<file path="config.mk">
export PLATFORM = sky130hd
export DESIGN_NAME = result_collector
export DESIGN_NICKNAME = d
export VERILOG_FILES = /design/src/rtl/result_collector.sv
export SDC_FILE = /design/constraint.sdc
export NUM_CORES = 1
export LEC_CHECK = 0
export ABC_CLOCK_PERIOD_IN_PS = 1800
export CORE_UTILIZATION = 45
export CTS_CLUSTER_DIAMETER = 60
export DETAILED_ROUTE_END_ITERATION = 8
export PLACE_DENSITY = 0.71
export SLEW_MARGIN = 20
export SYNTH_ARGS = -nofsm -noshare
export SYNTH_HDL_FRONTEND = slang
export SYNTH_SLANG_ARGS = --single-unit
</file>
<file path="constraint.sdc">
create_clock -name clk -period 1.8 [get_ports clk]
set_input_delay 0.18 -clock clk [delete_from_list [all_inputs] [get_ports clk]]
set_output_delay 0.18 -clock clk [all_outputs]
set_load 0.01 [all_outputs]
</file>
<file path="src/rtl/result_collector.sv">
// result_collector: gathers the four accumulator words of each 2x2 output
// tile into a small FIFO and streams them out as c11, c12, c21, c22.
// A run is framed by start (IDLE->COLLECT) and done_in (COLLECT->DRAIN);
// done pulses once the FIFO has emptied. Bad pushes are dropped whole and
// latch err.
module result_collector #(
  parameter int DEPTH = 8
) (
  input  logic        clk,
  input  logic        reset_n,
  input  logic        start,
  input  logic        push11,
  input  logic        pushedge,
  input  logic        push22,
  input  logic        done_in,
  input  logic [31:0] c11,
  input  logic [31:0] c12,
  input  logic [31:0] c21,
  input  logic [31:0] c22,
  output logic [31:0] out_data,
  output logic        out_valid,
  input  logic        out_ready,
  output logic        busy,
  output logic        done,
  output logic        err,
  output logic [31:0] tile_count
);

  localparam int AW = $clog2(DEPTH);
  localparam int CW = AW + 1;
  localparam logic [CW-1:0] DEPTH_C = CW'(DEPTH);

  typedef enum logic [1:0] {IDLE, COLLECT, DRAIN, DONE} state_t;

  state_t         state, state_nxt;
  logic [1:0]     rst_sync;
  logic           rst_n;
  logic [31:0]    mem [DEPTH];
  logic [AW-1:0]  wptr, rptr;
  logic [CW-1:0]  count, need, free, wr_n;
  logic [1:0]     n_push;
  logic           rd, wr_ok, set_err, clear_run;

  // Reset asserts immediately but releases only after two clk edges.
  always_ff @(posedge clk or negedge reset_n)
    if (!reset_n) rst_sync <= 2'b00;
    else          rst_sync <= {rst_sync[0], 1'b1};

  assign rst_n = rst_sync[1];

  // Push decode. Free space is taken before this cycle's read, so a full-ish
  // FIFO only accepts what fits without relying on the concurrent pop.
  assign n_push    = 2'(push11) + 2'(pushedge) + 2'(push22);
  assign need      = pushedge ? CW'(2) : CW'(1);
  assign free      = DEPTH_C - count;
  assign wr_ok     = (state == COLLECT) && (n_push == 2'd1) && (need <= free);
  assign wr_n      = wr_ok ? need : '0;
  assign set_err   = ((state == COLLECT) && (n_push != 2'd0) && !wr_ok) ||
                     ((state == DRAIN) && (n_push != 2'd0));
  assign clear_run = (state == IDLE) && start;

  assign out_valid = (count != '0);
  assign rd        = out_valid && out_ready;
  assign out_data  = out_valid ? mem[rptr] : '0;

  // State register.
  always_ff @(posedge clk or negedge rst_n)
    if (!rst_n) state <= IDLE;
    else        state <= state_nxt;

  // Next state and run-status outputs.
  always_comb begin
    state_nxt = state;
    busy      = 1'b0;
    done      = 1'b0;
    case (state)
      IDLE:    if (start) state_nxt = COLLECT;
      COLLECT: begin
        busy = 1'b1;
        if (done_in) state_nxt = DRAIN;
      end
      DRAIN: begin
        busy = 1'b1;
        if (count == '0) state_nxt = DONE;
      end
      DONE: begin
        done      = 1'b1;
        state_nxt = IDLE;
      end
      default: state_nxt = IDLE;
    endcase
  end

  // FIFO storage; pushedge lands c12 ahead of c21.
  always_ff @(posedge clk)
    if (wr_ok) begin
      if (push11)   mem[wptr] <= c11;
      if (push22)   mem[wptr] <= c22;
      if (pushedge) begin
        mem[wptr]              <= c12;
        mem[AW'(wptr + 1'b1)]  <= c21;
      end
    end

  // Pointers, occupancy, error flag and tile counter.
  always_ff @(posedge clk or negedge rst_n)
    if (!rst_n) begin
      wptr       <= '0;
      rptr       <= '0;
      count      <= '0;
      err        <= 1'b0;
      tile_count <= '0;
    end else begin
      wptr  <= wptr + AW'(wr_n);
      rptr  <= rptr + AW'(rd);
      count <= count + wr_n - CW'(rd);
      if (clear_run)    err <= 1'b0;
      else if (set_err) err <= 1'b1;
      if (clear_run)              tile_count <= '0;
      else if (wr_ok && push22)   tile_count <= tile_count + 32'd1;
    end

endmodule

</file>
==> run_results.csv, run 1 <==
group,metric,value,unit
sta,setup_viol,589,
route,vias,15100,
die,rows,72,
finish,drive_gt1_frac,0.342,
synth,synth_cells,1444,
die,design.die.area,0.0401,mm²
critical_path,required,2.05,ns
placed_design,placed_area,0.0229,mm²
route,drt_iter0_drc,1856,
synth,syn_avg_cell_area,12.3,µm²
die,initial_core_util,0.457,
synth,ys_seq_area_frac,0.501,
worst_hold_path,holdCritPathClass,"register to asynchronous set/reset pin",
route,via_per_inst,6.19,
critical_path,r2r_cells,13,
synth,synth_top_cell_area_share,0.434,
route,wirelength,60.5,mm
finish,n_fill_cell,2741,
global_route,grt_start_max_net_pins,46,
die,die-width,200,µm
sta,slew_headroom,0.555,
critical_path,start_kind,"register",
sta,period_minus_slack,2.76,ns
synth,ys_seq_elements,303,
sta,setup_slack,-0.957,ns
finish,fin_nets,2054,
sta,post-route-period-util,1.53,
critical_path,critPathMaxFanout,5,
sta,whs,0.224,ns
clocking,cts_root_buf,"clkbuf_16",
power_and_ir_drop,ir_worst_vdd,0.000833,V
route,routedWlPerCell,24.8,µm
finish,fin_util,0.664,
route,drcViolationCount,0,
global_route,antenna_found_initial,1,
die,core_area,0.0387,mm²
synth,dominantRegCellSynth,"edfxtp_1",
clocking,clk_latency,0.52,ns
sta,fmax,363,MHz
clocking,clk_path_buf_depth,3,
sta,rsz0062_at_grt,"yes",
clocking,cts.sinks,303,
synth,async_reset_ff_frac,0.155,
power_and_ir_drop,p_per_area,1230,mW/mm²
clocking,cts_buffers,34,
power_and_ir_drop,total_power,0.0316,W
die,io_pins,204,
critical_path,crit_path_end,"mem[0][19]$_DFFE_PP_",
placed_design,place.port_buffers,203,
global_route,grt_usage,0.276,
clocking,htreeDepth,2,
global_route,grt_pass1_wl,85.5,mm
finish,stdcell_area,0.0257,mm²
finish,syn_to_final_growth,45.3,%
synth,synth-edff-count,256,
critical_path,arrival,3.01,ns
sta,slew_viol_final,0,
synth,synth_cell_types,63,
global_route,grt_pass1_vias,14800,
synth,synthTopCellsByArea,"edfxtp_1 (43%), a22o_1 (13%), mux4_2 (8.1%), dfrtp_1 (6.6%), nor2_1 (6.4%)",
synth,synth.most_common_cell,"nor2_1",
die,dieHeight,200,µm
outcome,status,"finished, violations left",
sta,final-hold-violation-count,0,
placed_design,dp_hpwl,37.1,mm
route,drt_pass1_iterations,6,
critical_path,r2r-start,"count[1]$_DFF_PN0_",
synth,synthesis.nets,1602,
placed_design,place.gp.congestion,0.845,
critical_path,crit_path_end_kind,"register",
synth,yosys_warnings,0,
synth,netlist.top_cell.by_area,"edfxtp_1",
outcome,violations,"negative setup slack",
global_route,gr-total-overflow,0,
critical_path,cp-startpoint,"count[1]$_DFF_PN0_",
critical_path,ff2ff_setup_slack,-0.96,ns
critical_path,reg2reg_to,"mem[0][19]$_DFFE_PP_",
power_and_ir_drop,leakagePower,9.87,nW
clocking,cts.reportedPaths.clkPinSlew,0.06,ns
synth,synth_area,0.0177,mm²
route,ant_nets,0,
clocking,cts_tree,"yes",
finish,diodes,0,
run,cap_violations,0,
critical_path,critPathKind,"register to register",
sta,tightest_slew,0.666,ns
sta,clock_skew,0.0218,ns
synth,yosys-top-cells-count,"nor2_1 (302), a22o_1 (256), edfxtp_1 (256)",
cell type report:
cell class,instances,area [µm²],share of cell area
Clock buffer,50,982,0.0382
Clock inverter,7,42.5,0.00165
Inverter,27,106,0.00414
Multi-Input combinational cell,969,8760,0.341
Sequential cell,303,8870,0.345
Tap cell,518,648,0.0252
Timing Repair Buffer,561,6300,0.245
registers in the layout, indices dropped and copies added (netlist names):
register,cells
state,2
tile_count,32
rptr,3
rst_sync,2
wptr,3
err,1
count,4
mem,256
critical path, stage by stage (launching register included):
cell and delay, ns:
dfrtp_1 0.35, inv_2 0.05, ha_4 0.27, inv_4 0.04
ha_4 0.20, nor2b_4 0.13, o211a_4 0.29, buf_12 0.14
a2111oi_4 0.36, buf_6 0.19, buf_12 0.12, buf_12 0.11
nor2_1 0.04, a22o_1 0.19
metrics by stage:
stage | std cells | setup slack (ns) | TNS [ns]
3_3_place_gp | 2280 | -1.35 | -686.40
6_report | 2435 | -0.957 | -479.35
5_1_grt | 2435 | -1.04 | -525.89
3_5_place_dp | 2280 | -1.43 | -714.51
4_1_cts | 2393 | -0.950 | -465.23
2_1_floorplan | 1444 | -1.42 | -515.56
cells by family after synthesis:
kind of cell    share of synthesized area
mux                                 0.101
buf+inv                            0.0442
other cells                      0.000212
xor+xnor                           0.0103
flops                               0.501
compound gates                      0.230
simple gates                       0.0969
fa+ha+maj                          0.0168
layer usage:
layer / track usage / share of wire / vias to the layer above / routed length, µm
met5: 0 / 0.00017 / - / 10
met2: 0.466 / 0.49 / 936 / 29800
met1: 0.358 / 0.38 / 7417 / 22900
met4: 0.108 / 0.041 / 2 / 2480
met3: 0.0384 / 0.089 / 205 / 5380
li1: - / - / 6508 / -
what timing repair did:
action | CTS | global route
gates resized for setup | 199 | 84
setup endpoints to repair | 590 | 594
setup buffers | 42 | 31
hold buffers | 1 | 0
gates cloned | 13 | 14
endpoints found under the hold margin | 2 | 0
pin swaps | 34 | 34
cell usage in the layout (no fill, tap or decap), types with 14 or more instances in the layout:
cell             instances
a211oi_2                14
a211oi_4                24
a21oi_1                 43
a22o_1                 256
buf_12                  84
buf_2                   28
buf_4                  200
buf_6                   43
clkbuf_16               47
clkdlybuf4s50_1        169
dfrtp_1                 43
edfxtp_1               256
inv_1                   19
mux2i_1                 29
mux4_2                  64
nand2_1                 20
nor2_1                 277
nor2_2                  17
o2bb2ai_4               23
worst min-delay path by stage:
stage | startpoint | end | slack, ns | depth (start not counted)
global route | rst_sync[1]$_DFF_PN0_ | rptr[0]$_DFF_PN0_ | 0.28 | 1
floorplan | reset_n | rst_sync[0]$_DFF_PN0_ | -0.12 | 0
global placement | rst_sync[1]$_DFF_PN0_ | state[1]$_DFFE_PN0P_ | 0.25 | 1
CTS | rst_sync[1]$_DFF_PN0_ | rptr[0]$_DFF_PN0_ | 0.25 | 1
detailed placement | rst_sync[1]$_DFF_PN0_ | state[1]$_DFFE_PN0P_ | 0.25 | 1
finish | rst_sync[1]$_DFF_PN0_ | wptr[1]$_DFF_PN0_ | 0.22 | 1
power by group:
part | internal (W) | switching [W] | leakage (nW)
combinational | 0.00799 | 0.00841 | 6.45
sequential | 0.00841 | 0.000282 | 2.92
clock | 0.00377 | 0.00274 | 0.499
total | 0.0202 | 0.0114 | 9.87
(Power assumes the default switching activity.)
==> inputs of run 2 (changes only) <==
SKIP_LAST_GASP = 1   (was unset)
==> run 2 against run 1 <==
Against the previous run:
- the flow still finishes with violations (negative setup slack)
- largest cell class unchanged
- utilization is 1.2 points higher
- power is 2.5% higher
- worst setup slack better by 0.0070 ns
- critical endpoint is now mem[4][16]$_DFFE_PP_
- via count is 1.0% higher
==> run_results.csv, run 2 (synthesis results as in run 1) <==
group,metric,value,unit
outcome,status,"finished, violations left",
outcome,violations,"negative setup slack",
die,rows,72,
clocking,clk_latency,0.52,ns
finish,largest_reg_flops,256,
finish,max_flop_register,"mem",
sta,period_minus_slack,2.75,ns
route,wirelength,63.0,mm
critical_path,crit_path_end_kind,"register",
sta,final-hold-violation-count,0,
critical_path,critPathMaxFanout,6,
die,io_pins,204,
finish,syn_to_final_growth,48.0,%
finish,final_common_cell,"nor2_1",
critical_path,start_kind,"register",
finish,drive_gt1_frac,0.355,
critical_path,arrival,3.00,ns
die,core_area,0.0387,mm²
clocking,cts.reportedPaths.clkPinSlew,0.06,ns
critical_path,critPathKind,"register to register",
clocking,clk_path_buf_depth,3,
route,via_per_inst,6.21,
critical_path,required,2.05,ns
global_route,grt_pass1_vias,14900,
clocking,cts_tree,"yes",
critical_path,cp_common_cell,"buf_12",
global_route,grt_pass1_wl,85.4,mm
critical_path,critPathSlowestCell,"dfrtp_1",
global_route,grt_usage,0.275,
placed_design,place_ws,-1.43,ns
route,drt_iter0_drc,1950,
global_route,gr-total-overflow,0,
route,ant_nets,0,
die,design.die.area,0.0401,mm²
run,cap_violations,0,
finish,n_fill_cell,2672,
sta,post-route-period-util,1.53,
placed_design,place.port_buffers,203,
finish,diodes,0,
route,vias,15200,
global_route,antenna_found_initial,0,
sta,slew_headroom,0.560,
die,initial_core_util,0.457,
sta,setup_slack,-0.950,ns
critical_path,max_stage_delay,0.38,ns
sta,clock_skew,0.0267,ns
placed_design,place.gp.congestion,0.845,
finish,fin_util,0.676,
clocking,htreeDepth,2,
critical_path,critical-path-top-delay-family,"compound AO/OA/AOI/OAI gates",
clocking,cts_buffers,34,
finish,top_regs,"mem (256), tile_count (32), count (4)",
sta,tightest_slew,0.658,ns
sta,rsz0062_at_grt,"yes",
sta,slew_viol_final,0,
die,die-width,200,µm
sta,fmax,364,MHz
critical_path,crit_buf_inv,6,
clocking,cts.sinks,303,
route,drt_pass1_iterations,5,
route,drcViolationCount,0,
power_and_ir_drop,ir_worst_vdd,0.000760,V
finish,fin_nets,2072,
die,dieHeight,200,µm
global_route,grt_start_max_net_pins,46,
placed_design,dp_hpwl,37.1,mm
sta,setup_viol,589,
power_and_ir_drop,p_per_area,1240,mW/mm²
clocking,cts_root_buf,"clkbuf_16",
power_and_ir_drop,leakagePower,10.1,nW
critical_path,path_cells,"inv_2 > ha_4 > inv_2 > ha_4 > nor2b_4 > o211a_4 > buf_12 > a2111oi_4 > buf_6 > buf_12 > buf_12 > nor2_2 > a22o_1",
worst_hold_path,holdCritPathClass,"register to asynchronous set/reset pin",
finish,layout_common_cells,"nor2_1 (273), a22o_1 (256), edfxtp_1 (256)",
route,routedWlPerCell,25.7,µm
[run 2: where the power goes]
group	switching [W]	internal, W
registers	0.000293	0.00841
clock network	0.00280	0.00377
logic	0.00877	0.00834
total	0.0119	0.0205
[run 2: path summary, 6_finish.rpt]
| check | start | depth (start not counted) | slack (ns) | to |
|---|---|---|---|---|
| max reg2reg | count[1]$_DFF_PN0_ | 13 | -0.95 | mem[4][16]$_DFFE_PP_ |
| min | rst_sync[1]$_DFF_PN0_ | 1 | 0.23 | tile_count[27]$_DFFE_PN0P_ |
| min reg2reg | rst_sync[1]$_DFF_PN0_ | 1 | 0.23 | tile_count[27]$_DFFE_PN0P_ |
| max | count[1]$_DFF_PN0_ | 13 | -0.95 | mem[4][16]$_DFFE_PP_ |
| min in group clk | rst_sync[0]$_DFF_PN0_ | 0 | 0.35 | rst_sync[1]$_DFF_PN0_ |
| max in group asynchronous | reset_n | 2 | 1.29 | rst_sync[1]$_DFF_PN0_ |
[run 2: what timing repair did]
item	4_1_cts	5_1_grt
hold endpoints to repair	2	0
resized for setup	179	123
endpoints found under the setup margin	590	594
hold buffers	1	0
buffers inserted	42	42
gates cloned	13	23
pin swaps	18	53
[run 2: cell type report]
class,instances,area (µm²),share of cell area
clock inverter,7,42.5,0.00162
sequential,303,8870,0.339
timing repair buffer,579,6680,0.255
inverter,27,104,0.00397
clock buffer,50,982,0.0375
multi-input combinational,969,8860,0.338
tap,518,648,0.0248
[run 2: per-stage QoR]
| step | hold slack (ns) | power, W | instances | instance area, µm² | setup TNS [ns] |
|---|---|---|---|---|---|
| floorplan | -0.116 | 0.0169 | 1444 | 18100 | -515.56 |
| detailed placement | 0.255 | 0.0231 | 2280 | 22900 | -714.51 |
| global route | 0.272 | 0.0335 | 2453 | 26200 | -515.10 |
| finish | 0.229 | 0.0324 | 2453 | 26200 | -471.35 |
| global placement | 0.253 | 0.0228 | 2280 | 22900 | -686.40 |
| CTS | 0.254 | 0.0308 | 2393 | 24800 | -467.02 |
[run 2: worst register-to-register path, cell delays in order (launching register included)]
cell and delay, ns:
dfrtp_1 0.38, inv_2 0.08, ha_4 0.20, inv_2 0.06
ha_4 0.19, nor2b_4 0.13, o211a_4 0.29, buf_12 0.14
a2111oi_4 0.34, buf_6 0.17, buf_12 0.14, buf_12 0.14
nor2_2 0.05, a22o_1 0.18
[run 2: routing by layer]
metal	part of all wire	global-route usage	routed length [µm]
met5	0	0	0
met4	0.044	0.109	2800
met3	0.093	0.0382	5890
met2	0.49	0.466	30800
met1	0.37	0.358	23600
